`src/rtl/count_fifo_arbiter.sv`:
```
// count_fifo_arbiter: merges two single-cycle counter-data pulses into one FIFO write stream.
// Each channel has a one-deep holding register; a round-robin arbiter drains them through an
// IDLE -> WRITE -> GAP sequence so the downstream full flag has a cycle to settle between writes.
module count_fifo_arbiter #(
    parameter bit TAG_EN = 1'b0
) (
    input  logic        clk,
    input  logic        reset,
    input  logic        enable,
    input  logic        req0_valid,
    input  logic        req1_valid,
    input  logic [63:0] req0_data,
    input  logic [63:0] req1_data,
    input  logic        fifo_full,
    output logic [63:0] fifo_writedata,
    output logic        fifo_write,
    input  logic        clr_drops,
    output logic [15:0] drop_cnt0,
    output logic [15:0] drop_cnt1,
    output logic        busy
);

    typedef enum logic [1:0] {StIdle = 2'd0, StWrite = 2'd1, StGap = 2'd2} state_e;

    state_e      state_q, state_d;
    logic        hold_v0_q, hold_v1_q;
    logic [63:0] hold_d0_q, hold_d1_q;
    logic        last_grant_q;
    logic        grant_v, grant_idx, grant0, grant1;
    logic [63:0] grant_sel, grant_word;
    logic        take0, take1, drop0, drop1;

    // Next-state and round-robin grant; fifo_full only matters while idle.
    always_comb begin
        state_d   = state_q;
        grant_v   = 1'b0;
        grant_idx = 1'b0;
        case (state_q)
            StIdle: begin
                if ((hold_v0_q || hold_v1_q) && !fifo_full) begin
                    grant_v   = 1'b1;
                    grant_idx = (hold_v0_q && hold_v1_q) ? ~last_grant_q : hold_v1_q;
                    state_d   = StWrite;
                end
            end
            StWrite: state_d = StGap;
            StGap:   state_d = StIdle;
            default: state_d = StIdle;
        endcase
    end

    // Grant qualification, request capture/drop decisions and the outgoing word.
    always_comb begin
        grant0    = grant_v & ~grant_idx;
        grant1    = grant_v & grant_idx;
        // A grant in the same cycle frees the slot, so a new pulse refills it instead of dropping.
        take0     = req0_valid & enable & (~hold_v0_q | grant0);
        take1     = req1_valid & enable & (~hold_v1_q | grant1);
        drop0     = req0_valid & enable & hold_v0_q & ~grant0;
        drop1     = req1_valid & enable & hold_v1_q & ~grant1;
        grant_sel = grant_idx ? hold_d1_q : hold_d0_q;
        grant_word = TAG_EN ? {grant_idx, grant_sel[62:0]} : grant_sel;
    end

    // FSM state, registered write strobe, output word and arbitration pointer.
    always_ff @(posedge clk or posedge reset) begin
        if (reset) begin
            state_q        <= StIdle;
            fifo_write     <= 1'b0;
            fifo_writedata <= 64'd0;
            last_grant_q   <= 1'b1;
        end else begin
            state_q    <= state_d;
            fifo_write <= (state_d == StWrite);
            if (grant_v) begin
                fifo_writedata <= grant_word;
                last_grant_q   <= grant_idx;
            end
        end
    end

    // Per-channel holding registers.
    always_ff @(posedge clk or posedge reset) begin
        if (reset) begin
            hold_v0_q <= 1'b0;
            hold_v1_q <= 1'b0;
            hold_d0_q <= 64'd0;
            hold_d1_q <= 64'd0;
        end else begin
            if (take0) begin
                hold_v0_q <= 1'b1;
                hold_d0_q <= req0_data;
            end else if (grant0) begin
                hold_v0_q <= 1'b0;
            end
            if (take1) begin
                hold_v1_q <= 1'b1;
                hold_d1_q <= req1_data;
            end else if (grant1) begin
                hold_v1_q <= 1'b0;
            end
        end
    end

    // Saturating drop counters; clear wins over a same-cycle increment.
    always_ff @(posedge clk or posedge reset) begin
        if (reset) begin
            drop_cnt0 <= 16'd0;
            drop_cnt1 <= 16'd0;
        end else if (clr_drops) begin
            drop_cnt0 <= 16'd0;
            drop_cnt1 <= 16'd0;
        end else begin
            if (drop0 && (drop_cnt0 != 16'hFFFF)) drop_cnt0 <= drop_cnt0 + 16'd1;
            if (drop1 && (drop_cnt1 != 16'hFFFF)) drop_cnt1 <= drop_cnt1 + 16'd1;
        end
    end

    // Busy while sequencing a write or while anything is waiting.
    always_comb begin
        busy = (state_q != StIdle) | hold_v0_q | hold_v1_q;
    end

endmodule

```
`config.mk`:
```
export PLATFORM = sky130hd
export DESIGN_NAME = count_fifo_arbiter
export DESIGN_NICKNAME = d
export VERILOG_FILES = /design/src/rtl/count_fifo_arbiter.sv
export SDC_FILE = /design/constraint.sdc
export NUM_CORES = 1
export LEC_CHECK = 0
export ABC_CLOCK_PERIOD_IN_PS = 15200
export CORE_MARGIN = 5
export CORE_UTILIZATION = 34
export CTS_BUF_LIST = sky130_fd_sc_hd__clkbuf_2 sky130_fd_sc_hd__clkbuf_4 sky130_fd_sc_hd__clkbuf_8
export CTS_CLUSTER_DIAMETER = 30
export CTS_CLUSTER_SIZE = 14
export DETAILED_ROUTE_END_ITERATION = 16
export PLACE_DENSITY = 0.64
export SYNTH_ARGS = -nofsm -noshare
export SYNTH_HDL_FRONTEND = slang
export SYNTH_SLANG_ARGS = --single-unit
export TNS_END_PERCENT = 5
```
`constraint.sdc`:
```
create_clock -name clk -period 15.2 [get_ports clk]
set_input_delay 1.52 -clock clk [delete_from_list [all_inputs] [get_ports clk]]
set_output_delay 1.52 -clock clk [all_outputs]
set_load 0.02 [all_outputs]
```
==> flow_metrics.py <==
metrics = {
    "outcome": {
        "status": "complete, no violations",
    },
    "die": {
        "die_x_um": 175,
        "die_y_um": 175,
        "initial_core_util": 0.345,
        "die-area_sq_um": 30600,
        "core.rowCount": 60,
        "core_sq_um": 26900,
        "ioPinCount": 233,
    },
    "min_path": {
        "hold_path_depth": 2,
        "holdPathEnd": "fifo_writedata[4]",
        "hp-start": "hold_d0_q[4]",
        "hold_path_class": "register to register",
    },
    "sta": {
        "worstMarginPinSlew_ps": 1080,
        "fmax_mhz": 275,
        "tns_ps": 0,
        "finalHoldViolCount": 0,
        "max-slew-margin-rel": 0.280,
        "maxSlewViolCount": 0,
        "period_share": 0.240,
        "setup_viol": 0,
        "rsz0062_at_grt": "no",
        "min_period_ps": 3640,
        "fin_ws_ps": 11560,
        "clock_skew_ps": 20.5,
    },
    "logic_synthesis": {
        "yosysWarnings": 0,
        "yosysTopAreaCell": "dfrtp_1",
        "synth_nets": 832,
        "syn_inst": 695,
        "synth.area.top_cells": "dfrtp_1, mux2_2, a222oi_1, inv_1, xnor2_1",
        "yosysTopAreaCellShare": 0.619,
        "synth.avg_cell_area_sq_um": 13.3,
        "ys_ff_latch": 230,
        "ys_types": 37,
        "synth-seq-area-share": 0.621,
        "synth_area_sq_um": 9260,
    },
    "cells_and_area": {
        "final_common_cell": "clkdlybuf4s50_1",
        "nFillCells": 2402,
        "syn_to_final_growth_pct": 42.9,
        "antennaDiodeCount": 0,
        "nets": 1087,
        "multi_input_area_sq_um": 3120,
        "regArea_sq_um": 5760,
        "layout-drive-gt1-share": 0.235,
        "most-common-layout-cells": "clkdlybuf4s50_1, dfrtp_1, mux2_2, inv_1, a222oi_1",
        "utilization": 0.493,
    },
    "grt": {
        "grtUsageTotal": 0.159,
        "antenna_found_initial": 2,
        "grt_overflow": 0,
        "grt_pass1_vias": 7102,
        "grt_pass1_wl_um": 39500,
        "grt_max_degree": 84,
    },
    "placed_design": {
        "io_buffers": 232,
        "gp_congestion": 0.752,
        "place_hpwl_um": 15800,
        "pre_cts_ws_ps": 11000,
    },
    "drt": {
        "first_pass_iters": 7,
        "wl_per_cell_um": 18.5,
        "viasPerCell": 5.07,
        "route.final.wire_length_um": 24700,
        "initialDrtViolationCount": 672,
        "antenna_left": 0,
        "vias": 6763,
        "drc": 0,
    },
    "clock_network": {
        "clock_latency_ps": 550,
        "cts_made_buffers": 53,
        "cts_tree": "built",
        "clock_sinks": 230,
        "cts_setup_buffers": 0,
        "ctsHoldBuffers": 0,
        "cts_max_path_buffers": 3,
        "cts_resized": 0,
        "h-tree-depth": 2,
        "clk_pin_slew_ps": 60,
        "clockRootBuffer": "clkbuf_8",
    },
    "worst_setup_path": {
        "worstSetupPathType": "primary input to register",
        "reg2reg_slack_ps": 12570,
        "r2r_start": "state_q[1]",
        "critPathCaptureType": "register",
        "worstReg2RegEnd": "fifo_writedata[27]",
        "critPathBufInv": 3,
        "start_kind": "primary input",
        "critPathMaxFanout": 35,
        "path_cells": "clkdlybuf4s50_1 > nor3_1 > and3_2 > buf_4 > a222oi_1 > inv_1",
        "worstPathRequired_ps": 15680,
        "worstRegToRegCells": 5,
        "cp_data_arrival_time_ps": 4120,
        "crit_path_max_incr_delay_ps": 790,
        "slowest_stage": "and3_2",
        "cp_top_family": "simple AND/OR/NAND/NOR gates",
    },
    "pwr": {
        "max-vdd-ir-drop_uv": 121,
        "leakage_nw": 5.74,
        "p_per_area_nw_per_um2": 201,
    },
    "flow_run": {
        "drv_cap": 0,
    },
}
==> flip-flops by register name (all words and copies together) (netlist names) <==
name,cells
fifo_write,1
drop_cnt0,16
hold_v1_q,1
fifo_writedata,64
drop_cnt1,16
hold_v0_q,1
hold_d1_q,64
hold_d0_q,64
last_grant_q,1
state_q,2
==> final cells by class <==
cell class | instances | area share
clock inverter | 31 | 0.0291
inverter | 67 | 0.0196
clock buffer | 67 | 0.0673
multi-input combinational | 356 | 0.236
sequential | 230 | 0.435
timing repair buffer | 242 | 0.181
tap | 341 | 0.0322
==> per-stage QoR <==
| step | area [sq um] | power [mW] | hold slack, ps | instances |
|---|---|---|---|---|
| after global routing | 13200 | 2.82 | 491 | 1334 |
| after global placement | 12000 | 1.83 | 459 | 1236 |
| after floorplan | 9260 | 1.51 | 441 | 695 |
| after CTS | 13200 | 2.70 | 473 | 1334 |
| after detailed placement | 12000 | 1.85 | 469 | 1236 |
| final | 13200 | 2.66 | 470 | 1334 |
==> power by group <==
group / internal [mW] / switching (mW) / leakage, nW
clock network: 0.514 / 0.306 / 0.640
logic: 0.423 / 0.384 / 2.28
registers: 0.880 / 0.151 / 2.82
==> worst register-to-register path, stage by stage (launching register included) <==
cell and delay (ps):
dfrtp_1 400, nor3_1 540, and3_2 790, buf_4 560, a222oi_1 180, inv_1 110
==> layer usage <==
metal,vias up,global-route usage,share of wire
met2,249,0.250,0.47
met1,3389,0.208,0.43
met5,-,0,0.00057
li1,3079,-,-
met3,42,0.0582,0.090
met4,4,0.0412,0.016
==> how the worst max path moves through the flow <==
stage	cells past startpoint	slack, ps	end	from
5_1_grt	6	11350	fifo_writedata[16]	fifo_full
3_3_place_gp	7	11080	hold_d0_q[48]	fifo_full
3_5_place_dp	6	11000	fifo_writedata[7]	fifo_full
2_1_floorplan	1	7380	drop_cnt0[0]	reset
4_1_cts	2	11510	busy	hold_v1_q
6_report	6	11560	fifo_writedata[27]	fifo_full
==> cells by family after synthesis <==
kind of cell | share of synthesized area
flops | 0.621
mux | 0.159
fa+ha+maj | 0.00270
compound gates | 0.0775
buf+inv | 0.0452
xor+xnor | 0.0236
simple gates | 0.0705
==> cells in the mapped netlist <==
| cell type | number |
|---|---|
| nor2_1 | 33 |
| nor4_1 | 8 |
| and3_1 | 6 |
| dfstp_2 | 1 |
| nor3b_1 | 2 |
| nand3_1 | 12 |
| o21ai_0 | 3 |
| a222oi_1 | 64 |
| mux2_1 | 15 |
| nor4b_1 | 4 |
| or4_1 | 1 |
| buf_1 | 8 |
| nor2b_1 | 2 |
| nor4_2 | 1 |
| buf_2 | 8 |
| nor4b_4 | 1 |
| ha_1 | 2 |
| or3b_1 | 2 |
| nand4_1 | 14 |
| a21oi_2 | 1 |
| or3_1 | 1 |
| or2_2 | 1 |
| a2111o_2 | 1 |
| nand2b_1 | 2 |
| a21o_1 | 1 |
| mux2i_1 | 2 |
| inv_1 | 67 |
| a21oi_1 | 4 |
| and4_1 | 2 |
| o41ai_1 | 1 |
| mux2_2 | 114 |
| clkbuf_1 | 26 |
| o21ai_1 | 1 |
| nor3_1 | 12 |
| xnor2_1 | 25 |
| dfrtp_1 | 229 |
| nand2_1 | 18 |
Note: power is estimated with default switching activity, not from simulation.
